===== src/rtl/bch31_enc_framer.sv =====
// Serial BCH(31,21) systematic encoder framer: collects 21 data bits, appends the
// 10 parity bits and emits the 31-bit codeword MSB first on a valid/ready stream.
`timescale 1ns/1ps

module bch31_parity_gen #(
    parameter int P_D_WIDTH = 21,
    parameter int P_P_WIDTH = 10
) (
    input  logic [P_D_WIDTH-1:0] data,
    output logic [P_P_WIDTH-1:0] parity
);

    // Low-order taps of g(x) = x^10+x^9+x^8+x^6+x^5+x^3+1; the x^10 term is the feedback.
    localparam logic [P_P_WIDTH-1:0] G_TAPS = P_P_WIDTH'(10'h369);

    logic [P_P_WIDTH-1:0] rem;
    logic                 fb;

    // Unrolled division LFSR: remainder of d(x)*x^10 by g(x), MSB of data first.
    always_comb begin
        rem = '0;
        fb  = 1'b0;
        for (int i = P_D_WIDTH - 1; i >= 0; i--) begin
            fb  = data[i] ^ rem[P_P_WIDTH-1];
            rem = {rem[P_P_WIDTH-2:0], 1'b0} ^ (fb ? G_TAPS : '0);
        end
        parity = rem;
    end

endmodule

module bch31_enc_framer #(
    parameter int P_D_WIDTH   = 21,
    parameter int P_P_WIDTH   = 10,
    parameter int P_CNT_WIDTH = 16
) (
    input  logic                   clk_i,
    input  logic                   rst_i,
    input  logic                   s_valid_i,
    input  logic                   s_data_i,
    output logic                   s_ready_o,
    output logic                   m_valid_o,
    output logic                   m_data_o,
    input  logic                   m_ready_i,
    output logic                   m_sof_o,
    output logic                   m_eof_o,
    output logic [P_CNT_WIDTH-1:0] cw_cnt_o
);

    localparam int CW_WIDTH = P_D_WIDTH + P_P_WIDTH;
    localparam logic [4:0] IN_LAST  = 5'(P_D_WIDTH - 1);
    localparam logic [4:0] OUT_LAST = 5'(CW_WIDTH - 1);

    if (P_D_WIDTH != 21) begin : g_bad_d_width
        $error("bch31_enc_framer: P_D_WIDTH must be 21");
    end
    if (P_P_WIDTH != 10) begin : g_bad_p_width
        $error("bch31_enc_framer: P_P_WIDTH must be 10");
    end

    logic [P_D_WIDTH-1:0]   hold_sr;
    logic [4:0]             in_cnt;
    logic                   word_full;
    logic [CW_WIDTH-1:0]    out_sr;
    logic [4:0]             out_cnt;
    logic                   out_valid;
    logic [P_CNT_WIDTH-1:0] cw_cnt;
    logic [P_P_WIDTH-1:0]   parity;

    logic accept_in;
    logic beat;
    logic last_beat;
    logic out_free;
    logic transfer;

    bch31_parity_gen #(
        .P_D_WIDTH (P_D_WIDTH),
        .P_P_WIDTH (P_P_WIDTH)
    ) u_parity (
        .data   (hold_sr),
        .parity (parity)
    );

    // The output side is free when idle or finishing its last beat this edge,
    // which lets a held word follow an eof beat with no bubble.
    assign accept_in = s_valid_i && !word_full;
    assign beat      = out_valid && m_ready_i;
    assign last_beat = beat && (out_cnt == OUT_LAST);
    assign out_free  = !out_valid || last_beat;
    assign transfer  = word_full && out_free;

    always_ff @(posedge clk_i) begin
        if (rst_i) begin
            hold_sr   <= '0;
            in_cnt    <= '0;
            word_full <= 1'b0;
        end else begin
            if (accept_in) begin
                hold_sr <= {hold_sr[P_D_WIDTH-2:0], s_data_i};
                if (in_cnt == IN_LAST) begin
                    in_cnt    <= '0;
                    word_full <= 1'b1;
                end else begin
                    in_cnt <= in_cnt + 5'd1;
                end
            end else if (transfer) begin
                word_full <= 1'b0;
            end
        end
    end

    // A transfer always wins over the shift; out_cnt parks at the last index when idle.
    always_ff @(posedge clk_i) begin
        if (rst_i) begin
            out_sr    <= '0;
            out_cnt   <= '0;
            out_valid <= 1'b0;
            cw_cnt    <= '0;
        end else begin
            if (transfer) begin
                out_sr    <= {hold_sr, parity};
                out_cnt   <= '0;
                out_valid <= 1'b1;
            end else if (beat) begin
                out_sr <= {out_sr[CW_WIDTH-2:0], 1'b0};
                if (last_beat) begin
                    out_valid <= 1'b0;
                end else begin
                    out_cnt <= out_cnt + 5'd1;
                end
            end
            if (last_beat) begin
                cw_cnt <= cw_cnt + P_CNT_WIDTH'(1);
            end
        end
    end

    assign s_ready_o = !word_full;
    assign m_valid_o = out_valid;
    assign m_data_o  = out_sr[CW_WIDTH-1];
    assign m_sof_o   = out_valid && (out_cnt == 5'd0);
    assign m_eof_o   = out_valid && (out_cnt == OUT_LAST);
    assign cw_cnt_o  = cw_cnt;

endmodule


===== config.mk =====
export PLATFORM = sky130hd
export DESIGN_NAME = bch31_enc_framer
export DESIGN_NICKNAME = d
export VERILOG_FILES = /design/src/rtl/bch31_enc_framer.sv
export SDC_FILE = /design/constraint.sdc
export NUM_CORES = 1
export LEC_CHECK = 0
export BUFFER_PORTS_ARGS = -buffer_cell sky130_fd_sc_hd__buf_2
export CAP_MARGIN = 40
export CORE_MARGIN = 2
export CORE_UTILIZATION = 55
export DETAILED_ROUTE_END_ITERATION = 7
export PLACE_DENSITY = 0.7
export SLEW_MARGIN = 0
export SYNTH_ARGS = -nofsm -noshare
export SYNTH_HDL_FRONTEND = slang
export SYNTH_SLANG_ARGS = --single-unit

===== constraint.sdc =====
create_clock -name clk_i -period 9 [get_ports clk_i]
set_clock_uncertainty 0.2 [all_clocks]
set_input_delay 0.45 -clock clk_i [delete_from_list [all_inputs] [get_ports clk_i]]
set_output_delay 0.45 -clock clk_i [all_outputs]
set_load 0.03 [all_outputs]

# [Yosys cells after proc, flatten, opt, wreduce, memory -nomap -nowiden]
# Cells that the tools add are included.
[totals] ff_bits=80 inputBits=5 out_inout_bits=21 word_cells=101
[classes] mux=30 bitwise_logic=41 add_sub_neg=3 eq_ne=3 reduce_logical=17
[ops] cell="2-to-1 mux 10 bit" n=21
[ops] cell="XOR 10 bit" n=20
[ops] cell="2-to-1 mux 31 bit" n=2
[ops] cell="XOR 1 bit" n=20
[ops] cell="adder 16 x 1 -> 16 bit, second input constant" n=1
[ops] cell="adder 5 x 1 -> 5 bit, second input constant" n=2
[ops] cell="== test 5 bit, second input constant" n=2
[ops] cell="logical AND 1 bit" n=6
[ops] cell="2-to-1 mux 1 bit" n=6
[ops] cell="AND reduction 2 bit" n=3
[ops] cell="nonzero test 2 bit" n=3
[ops] cell="logical NOT 5 bit" n=1
[ops] cell="2-to-1 mux 5 bit" n=1
[ops] cell="logical NOT 1 bit" n=2
[ops] cell="!= test 2 x 1 -> 1 bit, second input constant" n=1
[ops] cell="OR reduction 2 bit" n=1
[ops] cell="logical OR 1 bit" n=1
[ops] cell="NOT 1 bit" n=1

# [Longest topological paths before layout]
[logic_depth] ltp_word=62 depth_mapped=10 depth_no_buf=9

# [Modules after synthesis]
# Synthesis repeated with hierarchy kept, for this count alone.
[hier_totals] hier_cells=477 area_unflattened_um2=4529.3
[modules_own_cells] mod="bch31_enc_framer" area_each_um2=3540.9 seq_area_each_um2=1601.5 n_inst=1 cells_per_inst=397
[modules_own_cells] mod="bch31_parity_gen" area_each_um2=988.4 seq_area_each_um2=0.0 n_inst=1 cells_per_inst=80

# [Least setup slack after synthesis]
# OpenSTA, ideal clock, no wires.
[synth_path] kind="register to register" start="reg hold_sr[20]" end="reg out_sr[6]" required_ns=8.672 period_less_slack_ns=2.840 path_stages_with_launch=9 setup_ns=0.128 slack_ns=6.160 arrival_ns=2.513 path_buffers=1 path_cell_list="dfxtp_1 > buf_6 > xnor2_2 > xnor3_2 > xnor3_2 > xor2_1 > xnor3_1 > a21oi_1 > nor2_1"
[synth_via] elab_chain_len=62
[synth_rtl] element="from (decl)" line_no="61" text="logic [P_D_WIDTH-1:0] hold_sr;"
[synth_rtl] element="from (signal assigned)" line_no="99" text="hold_sr <= {hold_sr[P_D_WIDTH-2:0], s_data_i};"
[synth_rtl] element="2-to-1 mux 10 bit *" line_no="25" text="rem = {rem[P_P_WIDTH-2:0], 1'b0} ^ (fb ? G_TAPS : '0);"
[synth_rtl] element="XOR 1 bit" line_no="24" text="fb = data[i] ^ rem[P_P_WIDTH-1];"
[synth_rtl] element="2-to-1 mux 10 bit" line_no="25"
[synth_rtl] element="XOR 10 bit *" line_no="25"
[synth_rtl] element="XOR 1 bit" line_no="24"
[synth_rtl] element="2-to-1 mux 10 bit" line_no="25"
[synth_rtl] element="XOR 10 bit *" line_no="25"
[synth_rtl] element="XOR 1 bit" line_no="24"
[synth_rtl] element="[... 46 more ...]"
[synth_rtl] element="XOR 10 bit *" line_no="25"
[synth_rtl] element="XOR 1 bit" line_no="24"
[synth_rtl] element="2-to-1 mux 10 bit" line_no="25"
[synth_rtl] element="XOR 10 bit *" line_no="25"
[synth_rtl] element="XOR 1 bit" line_no="24"
[synth_rtl] element="2-to-1 mux 10 bit" line_no="25"
[synth_rtl] element="XOR 10 bit *" line_no="25"
[synth_rtl] element="2-to-1 mux 31 bit *" line_no="120" text="if (transfer) begin"
[synth_rtl] element="to (signal assigned)" line_no="121" text="out_sr <= {hold_sr, parity};"
[synth_rtl] element="to (signal assigned)" line_no="125" text="out_sr <= {out_sr[CW_WIDTH-2:0], 1'b0};"
[synth_rtl] element="to (decl)" line_no="64" text="logic [CW_WIDTH-1:0] out_sr;"
# Every way passes the cells marked *; elsewhere a longest branch is shown, timed or not.
# A chain may end at the register's enable or synchronous reset.

# [Final worst setup path]
# Ends and elaborated chain as after synthesis.

==> summary.txt <==
Worst setup path
  • Startpoint types: flop
  • CP endpoint kind: flop
  • Worst path required time: approximately 9.0 ns
  • Setup CP Type: flop to flop
  • Worst-path fanout max: 6
  • Critical Path AT: 3.02 ns

Layout
  • Ratio of cells with drive above 1 in the final layout: ~11%
  • Layout area overhead: 6.731%
  • Fillcell total: 726
  • Multi-input logic area: approximately 2500 sq um
  • Non-Filler Instances: between 500 and 600
  • Nets: around 510
  • Storage cell area: about 1600 sq um
  • Diode count: 0

Pwr
  • Leak: around 1.8 nW
  • PD cells: 131.1 nW/um^2
  • Peak supply drop: slightly above 70 uV
  • Overall power: approximately 600 uW

Clock tree
  • Clk buf depth: 2
  • Post-CTS Resized: 0
  • Clk slew on worst S/H paths: 0.07 ns
  • Latest clock arrival within the worst-skew pair: roughly 0.35 ns
  • Root Buffer: clkbuf_8
  • Clock sink count: 80
  • Hold-fix buffers at CTS: 0
  • TritonCTS clock tree: built
  • CTS buffer count: 9
  • H-tree lvl count: 3
  • Setup Fix Bufs, Post-CTS: 0

Logic synthesis
  • Mean Syn Cell Area: roughly 8.7 sq um
  • Post-synth top area share: between 30% and 40%
  • Post-synth EDFFs: 0
  • Synth area leader: dfxtp_1
  • Ranking of synthesized cells by area: dfxtp_1 (37%), xnor2_1 (7.6%), nand2_1 (7.6%)
  • Yosys warning count: 0
  • Most used DFF post-synth: dfxtp_1
  • Seq/Total Area, Yosys: between 30 and 40%
  • Synth Net Count: between 500 and 600
  • Synthesized flop and latch total: 80
  • Synth cell count leaders: nand2_1 (86), dfxtp_1 (80), nor2_1 (49)
  • Top-count cell post-synth: nand2_1
  • Synth async-reset ratio: 0%
  • Synth Instances: 492
  • Yosys cell types: 38
  • Cell Area, Synth: about 4300 sq um

Routing
  • Drt via density: between 5 and 6
  • Post-Route WL: around 9100 um
  • Per-cell routed wire length: 15.14 um
  • First drt pass iteration count: 4
  • ANT nets after route: 0
  • DRC Markers: 0
  • DR iter-0 viols: 150
  • Via count: between 3000 and 4000

STA
  • Min Clock Period, post-route: between 3 and 4 ns
  • Unrepaired setup endpoints after global routing: no
  • Final Hold Fails: 0
  • Setup violations, final: 0
  • Worst Max-Slew Pin Slew: approximately 0.82 ns
  • Pins Over Slew Limit: 0
  • Final worst setup slack: 5.986 ns
  • Highest Clock Rate: around 330 MHz
  • Worst slew margin: a little under half
  • Final TNS setup: 0 ns
  • Share of the clock period used by the worst path: 33.49%

Flow run
  • Max cap viols: 0

Global route
  • Largest net degree at the start of global routing: 78
  • Total Routing Usage GR: 22.37%
  • Vias in the first global route: between 3000 and 4000
  • Total grt overflow: 0
  • Antenna violations before repair: 0
  • First-pass GRT wire length: approximately 15000 um

Place
  • Final Wtd Congestion: just under 0.9
  • Detailed Place HPWL: 6034 um
  • Placed Cells: around 590
  • Setup Slack @ Placement: roughly 6 ns
  • Port-buffer cells: 25

Floorplan
  • Starting Density: 55.91%
  • Die Y: 92.17 um
  • Die area: 8494 sq um
  • Rows: 32
  • Die X: around 92 um
  • Core region area: between 7000 and 8000 sq um
  • I/O Pins: 26

Hold path
  • Hold Path Class: primary input to flop

Run status
  • Status: finished clean
area by class of cell:
type / count / area share [%]
repair buffers: 31 / 3.729
clock inverters: 2 / 0.2194
flip-flops and latches: 80 / 35.10
multi-input cells: 366 / 54.57
clock buffers: 10 / 3.016
well taps: 102 / 2.797
inverters: 7 / 0.5758
routing by layer:
metal / part of all wire (%) / vias to the layer above / global-route usage (%)
li1: - / 1657 / -
met1: 46 / 1567 / 30.16
met2: 49 / 53 / 35.36
met3: 3.8 / 13 / 5.670
met4: 1.6 / 0 / 7.090
met5: 0 / - / 0
power by group:
part / switching, mW / internal [mW]
combinational: 0.0162 / 0.00853
sequential: 0.00196 / 0.355
clock: 0.116 / 0.101
total: 0.134 / 0.464
logic make-up after synthesis:
family / synth area share (%)
and+or+nand+nor: 20.54
xor gates and xnor gates: 24.23
DFF: 37.46
AOI/OAI and AO/OA: 10.68
buffers and inverters: 4.361
adders and majority gates: 1.756
muxes: 0.9658
sequential cells by signal (all words and copies together), names as in the netlist:
signal	count
cw_cnt_o	16
hold_sr	21
in_cnt	5
m_valid_o	1
out_cnt	5
out_sr	31
word_full	1
critical path, stage by stage (launching register included):
cell,delay (ns)
dfxtp_1,0.40
xnor2_2,0.35
xnor3_2,0.55
xnor3_2,0.42
xor2_1,0.31
xnor3_1,0.46
a21oi_1,0.15
nor2_1,0.05
cell usage in the layout (no fill, tap or decap), drive strengths merged, types with 3 or more instances in the layout:
| cell type | instances |
|---|---|
| buf | 31 |
| xor2 | 23 |
| xnor2 | 43 |
| or3 | 5 |
| dfxtp | 80 |
| nor3 | 8 |
| nand4 | 7 |
| inv | 7 |
| mux2i | 3 |
| a311oi | 22 |
| ha | 6 |
| o21ai | 5 |
| a21oi | 39 |
| clkbuf | 10 |
| nand2 | 86 |
| nor2 | 49 |
| xnor3 | 15 |
| nand3 | 34 |
| and3 | 3 |
| xor3 | 3 |
path summary, 6_finish.rpt:
kind / start / to / slack, ns / cells after the start
worst max-delay path: hold_sr[20] / out_sr[6] / 5.99 / 7
worst min-delay path: s_data_i / hold_sr[0] / 0.14 / 3
worst max register to register: hold_sr[20] / out_sr[6] / 5.99 / 7
worst min register to register: out_sr[15] / out_sr[15] / 0.28 / 2
per-stage QoR:
stage               hold WS (ns)  util, %  cell area, sq um
finish                    0.1354    59.67              4563
CTS                       0.1243    59.67              4563
floorplan                 0.2589        -              4275
detailed placement        0.2719    57.74              4415
global route              0.1479    59.67              4563
global placement          0.2715    57.74              4415
Power figures use the tool's default switching activity.
